===== config.mk =====
export PLATFORM = sky130hd
export DESIGN_NAME = indication_heard_queue_flat
export DESIGN_NICKNAME = d
export VERILOG_FILES = /design/src/rtl/indication_heard_queue_if.sv /design/src/rtl/indication_heard_queue.sv /design/src/flat_wrapper.sv
export SDC_FILE = /design/constraint.sdc
export NUM_CORES = 1
export LEC_CHECK = 0
export CAP_MARGIN = 10
export CORE_MARGIN = 2
export CORE_UTILIZATION = 55
export CTS_BUF_LIST = sky130_fd_sc_hd__clkbuf_16
export CTS_CLUSTER_DIAMETER = 150
export DETAILED_ROUTE_END_ITERATION = 8
export MAX_ROUTING_LAYER = met4
export PLACE_DENSITY_LB_ADDON = 0.05
export SYNTH_ARGS = -nofsm -noshare
export SYNTH_HDL_FRONTEND = slang
export SYNTH_SLANG_ARGS = --single-unit

===== constraint.sdc =====
create_clock -name CLK -period 5.75 [get_ports CLK]
set_clock_uncertainty 0.05 [all_clocks]
set_input_delay 0.575 -clock CLK [delete_from_list [all_inputs] [get_ports CLK]]
set_output_delay 0.575 -clock CLK [all_outputs]
set_load 0.005 [all_outputs]

===== src/rtl/indication_heard_queue_if.sv =====
// Method-call channel for a two-argument heard(meth, v) call: the caller raises
// heard__ENA with arguments, and the call fires in any cycle where heard__ENA && heard__RDY.
interface indication_heard_queue_if #(
    parameter int DATA_WIDTH = 32
);
    logic                  heard__ENA;
    logic                  heard__RDY;
    logic [DATA_WIDTH-1:0] meth;
    logic [DATA_WIDTH-1:0] v;

    // The master issues calls, and the slave grants them with heard__RDY.
    modport master (
        output heard__ENA,
        output meth,
        output v,
        input  heard__RDY
    );

    modport slave (
        input  heard__ENA,
        input  meth,
        input  v,
        output heard__RDY
    );
endinterface


===== src/rtl/indication_heard_queue.sv =====
// DEPTH-entry FIFO between a heard() indication producer and a back-pressuring
// consumer, with occupancy and saturating refused-call statistics.
module indication_heard_queue #(
    parameter int DATA_WIDTH = 32,
    parameter int DEPTH      = 4,
    parameter int DROP_WIDTH = 8
) (
    input  logic                       CLK,
    input  logic                       RST,
    indication_heard_queue_if.slave    indication,
    indication_heard_queue_if.master   out,
    output logic [$clog2(DEPTH):0]     count,
    output logic [DROP_WIDTH-1:0]      drop_count
);
    localparam int PW = $clog2(DEPTH);
    localparam int CW = PW + 1;
    localparam logic [CW-1:0] FULL = CW'(DEPTH);

    logic [2*DATA_WIDTH-1:0] mem [DEPTH];
    logic [PW-1:0]           wp;
    logic [PW-1:0]           rp;
    logic                    rdy;
    logic                    nonempty;
    logic                    enq;
    logic                    deq;

    // Both handshake flags depend on registered occupancy only, so a dequeue
    // cannot open the input in the same cycle.
    assign rdy      = (count != FULL);
    assign nonempty = (count != '0);
    assign enq      = indication.heard__ENA && rdy;
    assign deq      = nonempty && out.heard__RDY;

    assign indication.heard__RDY = rdy;
    assign out.heard__ENA        = nonempty;
    assign out.meth = nonempty ? mem[rp][2*DATA_WIDTH-1:DATA_WIDTH] : '0;
    assign out.v    = nonempty ? mem[rp][DATA_WIDTH-1:0]            : '0;

    always_ff @(posedge CLK) begin
        if (!RST && enq) begin
            mem[wp] <= {indication.meth, indication.v};
        end
    end

    always_ff @(posedge CLK) begin
        if (RST) begin
            wp         <= '0;
            rp         <= '0;
            count      <= '0;
            drop_count <= '0;
        end else begin
            if (enq) begin
                wp <= wp + PW'(1);
            end
            if (deq) begin
                rp <= rp + PW'(1);
            end
            if (enq && !deq) begin
                count <= count + CW'(1);
            end else if (deq && !enq) begin
                count <= count - CW'(1);
            end
            if (indication.heard__ENA && !rdy && (drop_count != '1)) begin
                drop_count <= drop_count + DROP_WIDTH'(1);
            end
        end
    end
endmodule


===== src/flat_wrapper.sv =====
// flat-port wrapper written by rule: the top's interface ports become plain ports
module indication_heard_queue_flat 
#(
    parameter int DATA_WIDTH = 32,
    parameter int DEPTH      = 4,
    parameter int DROP_WIDTH = 8
)
  (CLK, RST, count, drop_count, indication_heard__ENA, indication_meth, indication_v, indication_heard__RDY, out_heard__ENA, out_meth, out_v, out_heard__RDY);
  indication_heard_queue_if #(.DATA_WIDTH(DATA_WIDTH)) indication_i ();
  indication_heard_queue_if #(.DATA_WIDTH(DATA_WIDTH)) out_i ();
  input  logic CLK;
  input  logic RST;
  output logic [$clog2(DEPTH):0] count;
  output logic [DROP_WIDTH-1:0] drop_count;
  input wire logic [$bits(indication_i.heard__ENA)-1:0] indication_heard__ENA;
  input wire logic [$bits(indication_i.meth)-1:0] indication_meth;
  input wire logic [$bits(indication_i.v)-1:0] indication_v;
  output wire logic [$bits(indication_i.heard__RDY)-1:0] indication_heard__RDY;
  output wire logic [$bits(out_i.heard__ENA)-1:0] out_heard__ENA;
  output wire logic [$bits(out_i.meth)-1:0] out_meth;
  output wire logic [$bits(out_i.v)-1:0] out_v;
  input wire logic [$bits(out_i.heard__RDY)-1:0] out_heard__RDY;
  assign indication_i.heard__ENA = indication_heard__ENA;
  assign indication_i.meth = indication_meth;
  assign indication_i.v = indication_v;
  assign indication_heard__RDY = indication_i.heard__RDY;
  assign out_heard__ENA = out_i.heard__ENA;
  assign out_meth = out_i.meth;
  assign out_v = out_i.v;
  assign out_i.heard__RDY = out_heard__RDY;
  indication_heard_queue #(.DATA_WIDTH(DATA_WIDTH), .DEPTH(DEPTH), .DROP_WIDTH(DROP_WIDTH)) u_core (.CLK(CLK), .RST(RST), .indication(indication_i), .out(out_i), .count(count), .drop_count(drop_count));
endmodule

==> impl_metrics.py <==
metrics = {
    "route": {
        "drc": 0,
        "routedWlPerCell_um": 21.48,
        "ant_nets": 0,
        "drtPass1Iterations": 4,
        "viasPerCell": 5.708,
        "vias": 5211,
        "routed_wl_mm": 19.61,
        "drtIter0Drc": 280,
    },
    "placement": {
        "io_buffers": 144,
        "post-dp-hpwl_mm": 10.99,
        "placed_cell_area_sq_mm": 0.01222,
        "dp_cells": 862,
        "gp_congestion": 0.7309,
    },
    "outcome": {
        "status": "completed",
    },
    "cts": {
        "post_cts_buffers": 0,
        "cts_resized": 0,
        "cts_made_buffers": 28,
        "clkSinkCount": 273,
        "cts_root_buffer": "clkbuf_16",
        "clk-insertion-delay-late_ps": 540,
        "cts_hold_buffers": 0,
        "h-tree-depth": 1,
        "path_clk_slew_ps": 60,
        "clockBufferDepth": 3,
        "cts_tree": "built",
    },
    "timing": {
        "setup_viol": 0,
        "max_slew_margin_pct": 33.05,
        "rsz0062_at_grt": "no",
        "period_needed_ps": 3875,
        "hold_violations": 0,
        "tns_ps": 0,
        "worst_pin_slew_ps": 1004,
        "fin_crit_sh_pct": 67.38,
        "clock.fmax_mhz": 258.1,
        "maxSlewViolCount": 0,
    },
    "critical_path": {
        "r2r_end": "u_core.mem[3][29]$_DFFE_PP_",
        "path_class": "reg -> out",
        "r2r_setup_slack_ps": 3360,
        "slowest_delay_ps": 1010,
        "crit_path_end_kind": "output pin",
        "slowest_stage": "dfxtp_4",
        "startpoint_type": "flip-flop",
        "path_cells": "buf_4, mux4_2, and2_1, clkdlybuf4s50_1",
        "reg2reg_depth": 3,
        "endpoint": "out_meth[20]",
        "worstPathArrival_ps": 3250,
        "crit_path_max_fanout": 49,
        "r2r-start": "u_core.count[0]$_SDFFE_PP0P_",
        "required_ps": 5120,
    },
    "finish": {
        "fin_area_sq_mm": 0.01320,
        "drive_gt1_share_pct": 17.82,
        "fin_nets": 733,
        "diodes": 0,
        "area_growth_pct": 24.89,
        "post-route-util_pct": 70.35,
        "layout.cells.non_filler": 913,
        "layout_common_cells": "256 x edfxtp_1, 144 x clkdlybuf4s50_1, 65 x and2_1",
        "layout_commonest_cell": "edfxtp_1",
    },
    "synth": {
        "synth-compound-area-share_pct": 1.254,
        "async_reset_ff_share_pct": 0,
        "synth_area_sq_mm": 0.01057,
        "ys_seq_area_share_pct": 75.93,
        "synthFlopType": "edfxtp_1",
        "synth-xor-area-share_pct": 0.3314,
        "synth_fp_nets": 581,
        "synthAdderAreaFrac_pct": 0.8994,
        "synth_cell_types": 40,
        "yosys.area_share.simple_pct": 6.130,
        "yosys_warnings": 0,
        "synthMuxAreaShare_pct": 14.04,
        "synth_top_family_by_area": "multiplexers",
        "postSynthCellCount": 506,
        "ys_ff_latch": 273,
        "synth_edf_count": 256,
        "syn_area_per_cell_sq_um": 20.89,
    },
    "power_and_ir_drop": {
        "seq_power_share_pct": 43.1,
        "p_leak_nw": 4.244,
        "switching_power_mw": 1.374,
        "pwr-share-clk_pct": 32.9,
        "pwr-share-comb_pct": 24.0,
        "powerDensity_mw_per_mm2": 432.6,
        "irDropWorstVdd_uv": 274.5,
        "intPower_mw": 4.337,
        "p_sw_share_pct": 24.06,
    },
    "grt": {
        "antenna_found_initial": 0,
        "first_global_vias": 5558,
        "grt_pass1_wl_mm": 30.23,
        "grt_util_all_layers_pct": 20.25,
        "grt_overflow": 0,
        "grt_start_max_net_pins": 65,
    },
    "floorplan": {
        "io_pins": 145,
        "fp.dieH_um": 142.6,
        "die_x_um": 142.6,
        "core-area_sq_mm": 0.01877,
        "dieArea_sq_mm": 0.02035,
        "initial_core_util_pct": 56.33,
        "std_cell_rows": 50,
    },
    "min_path": {
        "worst_hold_path_type": "reg -> reg",
    },
    "job": {
        "maxCapViolCount": 0,
    },
}
-- registers in the layout, indices dropped and copies added, names as in the netlist, named ones only --
| signal | cells |
|---|---|
| u_core.rp | 2 |
| u_core.wp | 2 |
| u_core.count | 3 |
| u_core.mem | 256 |
| u_core.drop_count | 8 |
-- critical path: cells and delay by family (launching register included) --
kind	cells	cell delay, ps
and+or+nand+nor	1	180
DFF	1	1010
muxes	1	560
buffers and inverters	2	930
-- how the worst min path moves through the flow --
stage          depth (start not counted)                   endpoint                       from  slack, ps
3_5_place_dp                           2                  flip-flop  u_core.rp[0]$_SDFFE_PP0P_        460
3_3_place_gp                           2  u_core.wp[0]$_SDFFE_PP0P_  u_core.wp[0]$_SDFFE_PP0P_        440
6_report                               2  u_core.wp[0]$_SDFFE_PP0P_  u_core.wp[0]$_SDFFE_PP0P_        470
5_1_grt                                2  u_core.rp[0]$_SDFFE_PP0P_  u_core.rp[0]$_SDFFE_PP0P_        500
4_1_cts                                2  u_core.wp[1]$_SDFFE_PP0P_  u_core.wp[1]$_SDFFE_PP0P_        480
2_1_floorplan                          2  u_core.wp[0]$_SDFFE_PP0P_  u_core.wp[0]$_SDFFE_PP0P_        430
-- routing by layer --
| layer | share of wire (%) | vias up | GRT usage [%] |
|---|---|---|---|
| li1 | - | 2348 | - |
| met1 | 43 | 2706 | 27.35 |
| met2 | 50 | 129 | 32.72 |
| met3 | 4.6 | 28 | 3.991 |
| met4 | 1.9 | 0 | 4.534 |
| met5 | 0 | - | - |
-- cell families (layout without fill, tap and decap cells) --
| group | Yosys count | in the layout |
|---|---|---|
| XOR/XNOR | 4 | 4 |
| flip-flops | 273 | 273 |
| AND/OR/NAND/NOR | 103 | 103 |
| adder cells (fa/ha/maj) | 7 | 7 |
| multiplexers | 68 | 68 |
| buffers and inverters | 31 | 204 |
| AO/OA/AOI/OAI | 20 | 20 |
-- area by class of cell --
| class | instances | area [sq um] |
|---|---|---|
| multi-input cells | 202 | 2406 |
| inverters | 7 | 26.28 |
| clock inverters | 18 | 161.4 |
| flip-flops and latches | 273 | 8035 |
| repair buffers | 146 | 1456 |
| fillers | 1196 | 5564 |
| well taps | 234 | 292.8 |
| clock buffers | 33 | 825.8 |
-- through the flow --
stage | setup WS, ps | power (mW) | hold WS, ps
floorplan | 2720 | 3.189 | 433.7
global placement | 2346 | 3.888 | 444.3
detailed placement | 2303 | 3.905 | 464.2
CTS | 1743 | 5.786 | 477.0
global route | 1606 | 5.955 | 500.0
finish | 1875 | 5.711 | 473.5
-- synthesized netlist by cell type (3+ instances only) --
| library cell | instances | share of area, % |
|---|---|---|
| nor2_1 | 9 | 0.32 |
| o21ai_0 | 3 | 0.14 |
| xor2_1 | 4 | 0.33 |
| buf_4 | 6 | 0.43 |
| a21oi_1 | 5 | 0.24 |
| ha_1 | 6 | 0.71 |
| dfxtp_1 | 17 | 3.2 |
| buf_2 | 3 | 0.14 |
| clkbuf_1 | 13 | 0.46 |
| nand3_1 | 4 | 0.19 |
| nand2b_1 | 4 | 0.24 |
| inv_1 | 7 | 0.25 |
| mux4_2 | 64 | 14 |
| edfxtp_1 | 256 | 73 |
| and2_1 | 69 | 4.1 |
-- power by group through the flow --
| stage | logic (mW) | clock network (mW) | registers [mW] |
|---|---|---|---|
| after global routing | 1.48 | 1.98 | 2.49 |
| after global placement | 1.38 | 0 | 2.51 |
| after detailed placement | 1.39 | 0 | 2.52 |
| after floorplan | 0.821 | 0 | 2.37 |
| after CTS | 1.40 | 1.91 | 2.47 |
| final | 1.37 | 1.88 | 2.46 |
Power figures use the tool's default switching activity.
